File: src/rtl/expr_pkg.sv
// Shared types and constants for the expression nesting checker.
package expr_pkg;

    typedef enum logic [1:0] {
        EXPECT = 2'd0,
        OPND   = 2'd1,
        ERR    = 2'd2
    } state_e;

    typedef enum logic [2:0] {
        DIG = 3'd0,
        OP  = 3'd1,
        LP  = 3'd2,
        RP  = 3'd3,
        BAD = 3'd4
    } char_class_e;

    localparam logic [7:0] CH_0    = 8'h30;
    localparam logic [7:0] CH_9    = 8'h39;
    localparam logic [7:0] CH_PLUS = 8'h2B;
    localparam logic [7:0] CH_STAR = 8'h2A;
    localparam logic [7:0] CH_LP   = 8'h28;
    localparam logic [7:0] CH_RP   = 8'h29;

endpackage

File: src/rtl/expr_char_class.sv
// Combinational ASCII character classifier for the expression checker.
module expr_char_class
    import expr_pkg::*;
(
    input  logic [7:0]  ch,
    output char_class_e cls
);

    // Map one ASCII code onto its grammar class.
    always_comb begin
        cls = BAD;
        if (ch >= CH_0 && ch <= CH_9) begin
            cls = DIG;
        end else if (ch == CH_PLUS || ch == CH_STAR) begin
            cls = OP;
        end else if (ch == CH_LP) begin
            cls = LP;
        end else if (ch == CH_RP) begin
            cls = RP;
        end
    end

endmodule

File: src/rtl/expr_nest_check.sv
// Streaming checker for arithmetic expressions with bounded parenthesis nesting.
// Optional macro EXPR_ERRPOS_EN adds err_pos, the index of the first offending character.
//
// state  | meaning
// EXPECT | an operand or '(' must come next
// OPND   | just consumed an operand digit or ')'
// ERR    | illegal input seen; absorbing until clr
module expr_nest_check
    import expr_pkg::*;
#(
    parameter int MAX_DEPTH   = 7,
    parameter int MULTI_DIGIT = 1,
    parameter int CW          = 16,
    localparam int DW         = $clog2(MAX_DEPTH + 1)
) (
    input  logic          clk,
    input  logic          clr,
    input  logic          in_valid,
    input  logic [7:0]    in,
    output logic          out,
    output logic          err,
    output logic [DW-1:0] depth,
`ifdef EXPR_ERRPOS_EN
    output logic [CW-1:0] err_pos,
`endif
    output logic [CW-1:0] cnt
);

    localparam logic [DW-1:0] MAX_D   = DW'(MAX_DEPTH);
    localparam logic [CW-1:0] CNT_MAX = '1;

    char_class_e   cls;
    state_e        state_q, state_d;
    logic [DW-1:0] depth_q, depth_d;
    logic [CW-1:0] cnt_q, cnt_d;
    logic          out_q, out_d;
    logic          last_rp_q, last_rp_d;
`ifdef EXPR_ERRPOS_EN
    logic [CW-1:0] err_pos_q, err_pos_d;
`endif

    expr_char_class u_class (
        .ch  (in),
        .cls (cls)
    );

    // Next-state, nesting depth, character count and registered result.
    always_comb begin
        state_d   = state_q;
        depth_d   = depth_q;
        cnt_d     = cnt_q;
        out_d     = out_q;
        last_rp_d = last_rp_q;
`ifdef EXPR_ERRPOS_EN
        err_pos_d = err_pos_q;
`endif
        if (in_valid) begin
            cnt_d     = (cnt_q == CNT_MAX) ? cnt_q : cnt_q + CW'(1);
            last_rp_d = (cls == RP);
            unique case (state_q)
                EXPECT: begin
                    case (cls)
                        DIG: state_d = OPND;
                        LP: begin
                            if (depth_q == MAX_D) begin
                                state_d = ERR;
                            end else begin
                                depth_d = depth_q + DW'(1);
                            end
                        end
                        default: state_d = ERR;
                    endcase
                end
                OPND: begin
                    case (cls)
                        // A digit after ')' is juxtaposition, never legal.
                        DIG: begin
                            if (MULTI_DIGIT == 0 || last_rp_q) begin
                                state_d = ERR;
                            end
                        end
                        OP: state_d = EXPECT;
                        RP: begin
                            if (depth_q == '0) begin
                                state_d = ERR;
                            end else begin
                                depth_d = depth_q - DW'(1);
                            end
                        end
                        default: state_d = ERR;
                    endcase
                end
                default: state_d = ERR;
            endcase
            out_d = (state_d == OPND) && (depth_d == '0);
`ifdef EXPR_ERRPOS_EN
            if (state_q != ERR && state_d == ERR) begin
                err_pos_d = cnt_q;
            end
`endif
        end
    end

    // State registers with asynchronous clear.
    always_ff @(posedge clk or posedge clr) begin
        if (clr) begin
            state_q   <= EXPECT;
            depth_q   <= '0;
            cnt_q     <= '0;
            out_q     <= 1'b0;
            last_rp_q <= 1'b0;
`ifdef EXPR_ERRPOS_EN
            err_pos_q <= '0;
`endif
        end else begin
            state_q   <= state_d;
            depth_q   <= depth_d;
            cnt_q     <= cnt_d;
            out_q     <= out_d;
            last_rp_q <= last_rp_d;
`ifdef EXPR_ERRPOS_EN
            err_pos_q <= err_pos_d;
`endif
        end
    end

    assign out   = out_q;
    assign err   = (state_q == ERR);
    assign depth = depth_q;
    assign cnt   = cnt_q;
`ifdef EXPR_ERRPOS_EN
    assign err_pos = err_pos_q;
`endif

endmodule
File: config.mk
export PLATFORM = sky130hd
export DESIGN_NAME = expr_nest_check
export DESIGN_NICKNAME = d
export VERILOG_FILES = /design/src/rtl/expr_pkg.sv /design/src/rtl/expr_char_class.sv /design/src/rtl/expr_nest_check.sv
export SDC_FILE = /design/constraint.sdc
export NUM_CORES = 1
export LEC_CHECK = 0
export BUFFER_PORTS_ARGS = -buffer_cell sky130_fd_sc_hd__clkbuf_2
export CAP_MARGIN = 5
export CORE_MARGIN = 2
export CORE_UTILIZATION = 52
export DETAILED_ROUTE_END_ITERATION = 16
export MAX_ROUTING_LAYER = met4
export PLACE_DENSITY = 0.87
export SLEW_MARGIN = 20
export SYNTH_ARGS = -nofsm -noshare
export SYNTH_HDL_FRONTEND = slang
export SYNTH_SLANG_ARGS = --single-unit
File: constraint.sdc
create_clock -name clk -period 2 [get_ports clk]
set_input_delay 0.2 -clock clk [delete_from_list [all_inputs] [get_ports clk]]
set_output_delay 0.2 -clock clk [all_outputs]
set_load 0.05 [all_outputs]
=== Word level (Yosys, flattened, before mapping) ===
Index checks and enable logic that the tools add are counted.

* Logic and storage cells: 48
* Register bits: 23
* Input port bits: 11

* Magnitude comparators: 2
* Eq/ne operators: 12
* Muxes and demuxes: 17
* Reductions and logical operators: 8
* $add $sub $neg: 3
* Bitwise gates (word level): 1

{| class="wikitable"
|+ Operators with widths
! operator !! number
|-
| equality test 8 x 6 -> 1 bit, second input constant || 4
|-
| 2-to-1 mux 3 bit || 9
|-
| adder 16 x 1 -> 16 bit, second input constant || 1
|-
| equality test 16 bit, second input constant || 1
|-
| zero test 3 bit || 3
|-
| greater-or-equal comparator 8 x 6 -> 1 bit, second input constant || 1
|-
| <= comparator 8 x 6 -> 1 bit, second input constant || 1
|-
| 2-to-1 mux 2 bit || 4
|-
| case mux 2 bit (2 select lines) || 2
|-
| equality test 3 x 2 -> 1 bit, second input constant || 2
|-
| case mux 2 bit (3 select lines) || 1
|-
| case mux 3 bit (2 select lines) || 1
|-
| equality test 2 x 1 -> 1 bit, second input constant || 2
|-
| adder 3 x 1 -> 3 bit, second input constant || 1
|-
| equality test 3 x 1 -> 1 bit, second input constant || 1
|-
| equality test 3 bit, second input constant || 1
|-
| subtractor 3 x 1 -> 3 bit, second input constant || 1
|-
| equality test 2 bit, second input constant || 1
|-
| logical AND 1 bit || 2
|-
| zero test 2 bit || 1
|-
| AND reduction 2 bit || 1
|-
| logical OR 1 bit || 1
|-
| NOT 1 bit || 1
|}

=== Logic depth before layout (Yosys ltp) ===
* Depth in word-level cells: 11
* Depth in mapped cells: 7
* Gate-level depth less buffers: 7

=== Modules after synthesis ===
From an unflattened synthesis, not the netlist that was laid out.

* Cell total of the unflattened synthesis: 130
* Area total of the unflattened synthesis: 1297.5 sq um

{| class="wikitable"
|+ By module, submodules not included
! module !! sequential area each (sq um) !! cells an instance !! area each (sq um) !! instances
|-
| expr_nest_check || 575.6 || 121 || 1242.4 || 1
|-
| expr_char_class || 0.0 || 9 || 55.1 || 1
|}

=== Worst setup path after synthesis ===
Ideal clock, no wire load.

* Kind: register -> register
* Start point: register depth_q[0] (netlist: depth[0])
* End point: register depth_q[1] (netlist: depth[1])
* Path buffers: 0
* Clock period less this slack: 2063 ps
* Cell stages (with the launch flop): 7
* Slack: -63 ps
* Data arrival time: 1938 ps
* Cells stage by stage: dfrtp_1 ha_1 a211o_1 a21boi_0 o41ai_1 o211ai_1 mux2_2

* Longest elaborated chain between the ends: 5

{| class="wikitable"
|+ Ends and longest elaborated chain
! item !! line !! RTL
|-
| start: declaration || expr_nest_check.sv:34 || <nowiki>logic [DW-1:0] depth_q, depth_d;</nowiki>
|-
| start signal: assignment || expr_nest_check.sv:117 || <nowiki>depth_q <= depth_d;</nowiki>
|-
| subtractor 3 x 1 -> 3 bit (tied with other cells) || expr_nest_check.sv:87 || <nowiki>depth_d = depth_q - DW'(1);</nowiki>
|-
| 2-to-1 mux 3 bit (on tied branches) || expr_nest_check.sv:84, expr_nest_check.sv:65 ||
|-
| 2-to-1 mux 3 bit (on tied branches) || expr_nest_check.sv:75, expr_nest_check.sv:62 ||
|-
| case mux 3 bit (2 select lines) (*) || expr_nest_check.sv:60 || <nowiki>unique case (state_q)</nowiki>
|-
| 2-to-1 mux 3 bit (*) || expr_nest_check.sv:57 || <nowiki>if (in_valid) begin</nowiki>
|}

Mark *: on every way between the ends. The rest lies on a longest branch, timed or not. The select of a mux whose other input is x is not followed.
A chain may end at the register's enable or synchronous reset.

=== Worst setup path after layout ===
Ends and elaborated chain as after synthesis.

==> results.toml <==
[status]
status = "finished, final reports clean"

[global_route]
grt_pass1_wl_mm = 4.57
grt_pass1_vias = 1028
grt_start_max_net_pins = 15
grt-ovfl-total = 0
antenna_found_initial = 0
grt_use_total_pct = 21.9

[power_and_ir_drop]
power_leakage_uw = 0.000802
worst_ir_drop_vdd_uv = 950
power_density_nw_per_um2 = 837

[cells_and_area]
fin_area_um2 = 1630
antenna_cells = 0
finalNetCount = 186
drive_gt1_share_pct = 32.4
nFillCells = 182
instances_no_fill = 200
syn_to_final_growth_pct = 23.6

[sta]
slew_headroom_pct = 64.3
layout_min_cycle_time_ns = 2.00
holdWs_ns = 0.312
fin_skew_ns = 0.00768
slew_viol_final = 0
finalHoldViolations = 0
setup_viol = 0
final.period_utilization_pct = 100
max_freq_ghz = 0.500
worst_pin_slew_ns = 0.535
tns_ns = 0

[clock_network]
clk_latency_ns = 0.31
cts_tree = "yes"
path_clk_slew_ns = 0.13
numCtsBuffers = 3
cts_max_path_buffers = 2
cts_root_buf = "clkbuf_4"
cts_sinks = 23
htreeDepth = 1

[logic_synthesis]
synth-edff-count = 0
yosys.area.top_type_share_pct = 43.7
ys.flop_type = "dfrtp_1"
netlist_area_um2 = 1320
async_reset_ff_share_pct = 100
synth_cells = 128
synth-seq-cells = 23
synth_area_leaders = "dfrtp_1 (44%), xor2_1 (6.0%), ha_1 (3.8%)"
yosysTopAreaCell = "dfrtp_1"
postSynthAreaPerCell_um2 = 10.3
synth.top_cells.by_count = "dfrtp_1 (23), xor2_1 (9), nand2_1 (8), nor2_1 (8), nand3_1 (6)"
synth_seq_area_share_pct = 43.7
post-synth-top-count-cell = "dfrtp_1"
synth_cell_types = 40
yosysWarnings = 0
syn_nets = 143

[floorplan]
initial_core_util_pct = 54.1
num_io_pins = 32
dieArea_um2 = 2950
die_y_um = 54.3
die-width_um = 54.3
core.rowCount = 18
core_um2 = 2430

[drt]
viasPerCell = 5.89
num_vias = 1178
met2WireLength_mm = 1.44
drtAntennaViolNets = 0
drt_iter0_markers = 21
wirelength_mm = 2.96
highest_layer = "met4"
drtPass1Iterations = 4
met1_length_mm = 1.31
wl_per_cell_um = 14.8
drc = 0
wl_met3_um = 161

[place]
port_buffers = 31
dpl-instance-area_um2 = 1550
place_congestion = 0.976
dp_cells = 194
dp_hpwl_mm = 2.21

[worst_setup_path]
arrival_ns = 2.20
cpLargestDelayFamily = "compound AO/OA/AOI/OAI gates"
cp_data_required_time_ns = 2.20
path_class = "reg2reg"
crit_path_cell_trace = "ha_4, a211o_1, a21boi_1, o41ai_1, o211ai_1, mux2_4"
worstPathMaxFanout = 2
crit_path_top_delay_cell = "dfrtp_2"
crit_buf_inv = 0
crit_path_start_kind = "flop"
slowest_delay_ns = 0.45
cp-end-kind = "flop"

[job]
drv_cap = 0

[min_path]
hold_class = "in2reg"
[per-layer routing]
metal	track usage (%)	up-vias
met2	34.5	41
met5	-	-
met1	28.9	568
li1	-	563
met3	3.01	6
met4	7.92	0
[worst register-to-register path, cell delays in order, from the launching register on]
cell and delay [ns]:
dfrtp_2 0.45, ha_4 0.17, a211o_1 0.26, a21boi_1 0.13, o41ai_1 0.38, o211ai_1 0.22, mux2_4 0.30
[cell usage in the layout (no fill, tap or decap), types with 2 or more instances in the layout]
master     count
nand2_1        8
o21ai_0        2
dfrtp_2        2
or4b_4         2
and4_1         3
a31oi_1        3
nor2_1         8
inv_1          5
a21o_1         2
xnor2_1        5
a211oi_1       2
and3_1         5
ha_4           2
o2111ai_1      2
nand2b_1       3
mux2_2         3
clkbuf_2      31
dfrtp_1       21
nor2b_1        3
xor2_1         9
o21a_1         2
ha_1           2
and4b_1        2
a21oi_1        2
and2_1         2
nand4_1        3
clkbuf_4       3
nand3_1        6
buf_4          7
nor4_1         3
[stage by stage]
step                util, %  setup WS, ns  total power, uW
finish                 66.9       0.00100             1360
CTS                    65.4        0.0819             1370
floorplan                 -        0.0498             1010
detailed placement     63.8        0.0399             1160
global placement       63.8        0.0929             1140
global route           66.9        -0.119             1450
[sequential cells by signal, summed over array words and instances (netlist names)]
signal	cells
cnt	16
depth	3
last_rp_q	1
out	1
state_q	2
[power by group]
part	switching, uW	internal [uW]
sequential	87.1	536
combinational	379	147
clock	138	74.6
[cell type report]
class | instances | area [um^2] | share of cell area (%)
multi-input combinational | 99 | 747 | 45.9
sequential | 23 | 578 | 35.5
timing repair buffer | 39 | 218 | 13.4
tap | 30 | 37.5 | 2.31
clock inverter | 1 | 5.00 | 0.308
inverter | 5 | 18.8 | 1.15
clock buffer | 3 | 22.5 | 1.38
[logic make-up (layout without fill, tap and decap cells)]
logic type / after synthesis / count (layout) / share of synthesized area, %
flops: 23 / 23 / 43.7
buf+inv: 6 / 48 / 1.71
xor+xnor: 14 / 14 / 9.32
mux: 4 / 4 / 3.42
simple gates: 54 / 54 / 24.8
compound gates: 23 / 23 / 13.2
fa+ha+maj: 4 / 4 / 3.80
[worst paths after layout]
path,from,endpoint,slack (ns),cells after the start
worst max-delay path,depth[0],depth[1],0.001,6
worst min-delay path,in_valid,state_q[1],0.31,2
worst max register to register,depth[0],depth[1],0.001,6
worst min register to register,cnt[13],cnt[13],0.51,1
max in group asynchronous,clr,cnt[11],1.01,4
min in group asynchronous,clr,state_q[1],0.44,3
[timing repair]
item	in CTS	in global routing
setup endpoints to repair	0	1
setup buffers	0	1
gates resized for setup	0	6
hold endpoints to repair	13	0
hold buffers	1	0
No activity file was read; power rests on OpenSTA's default activity.
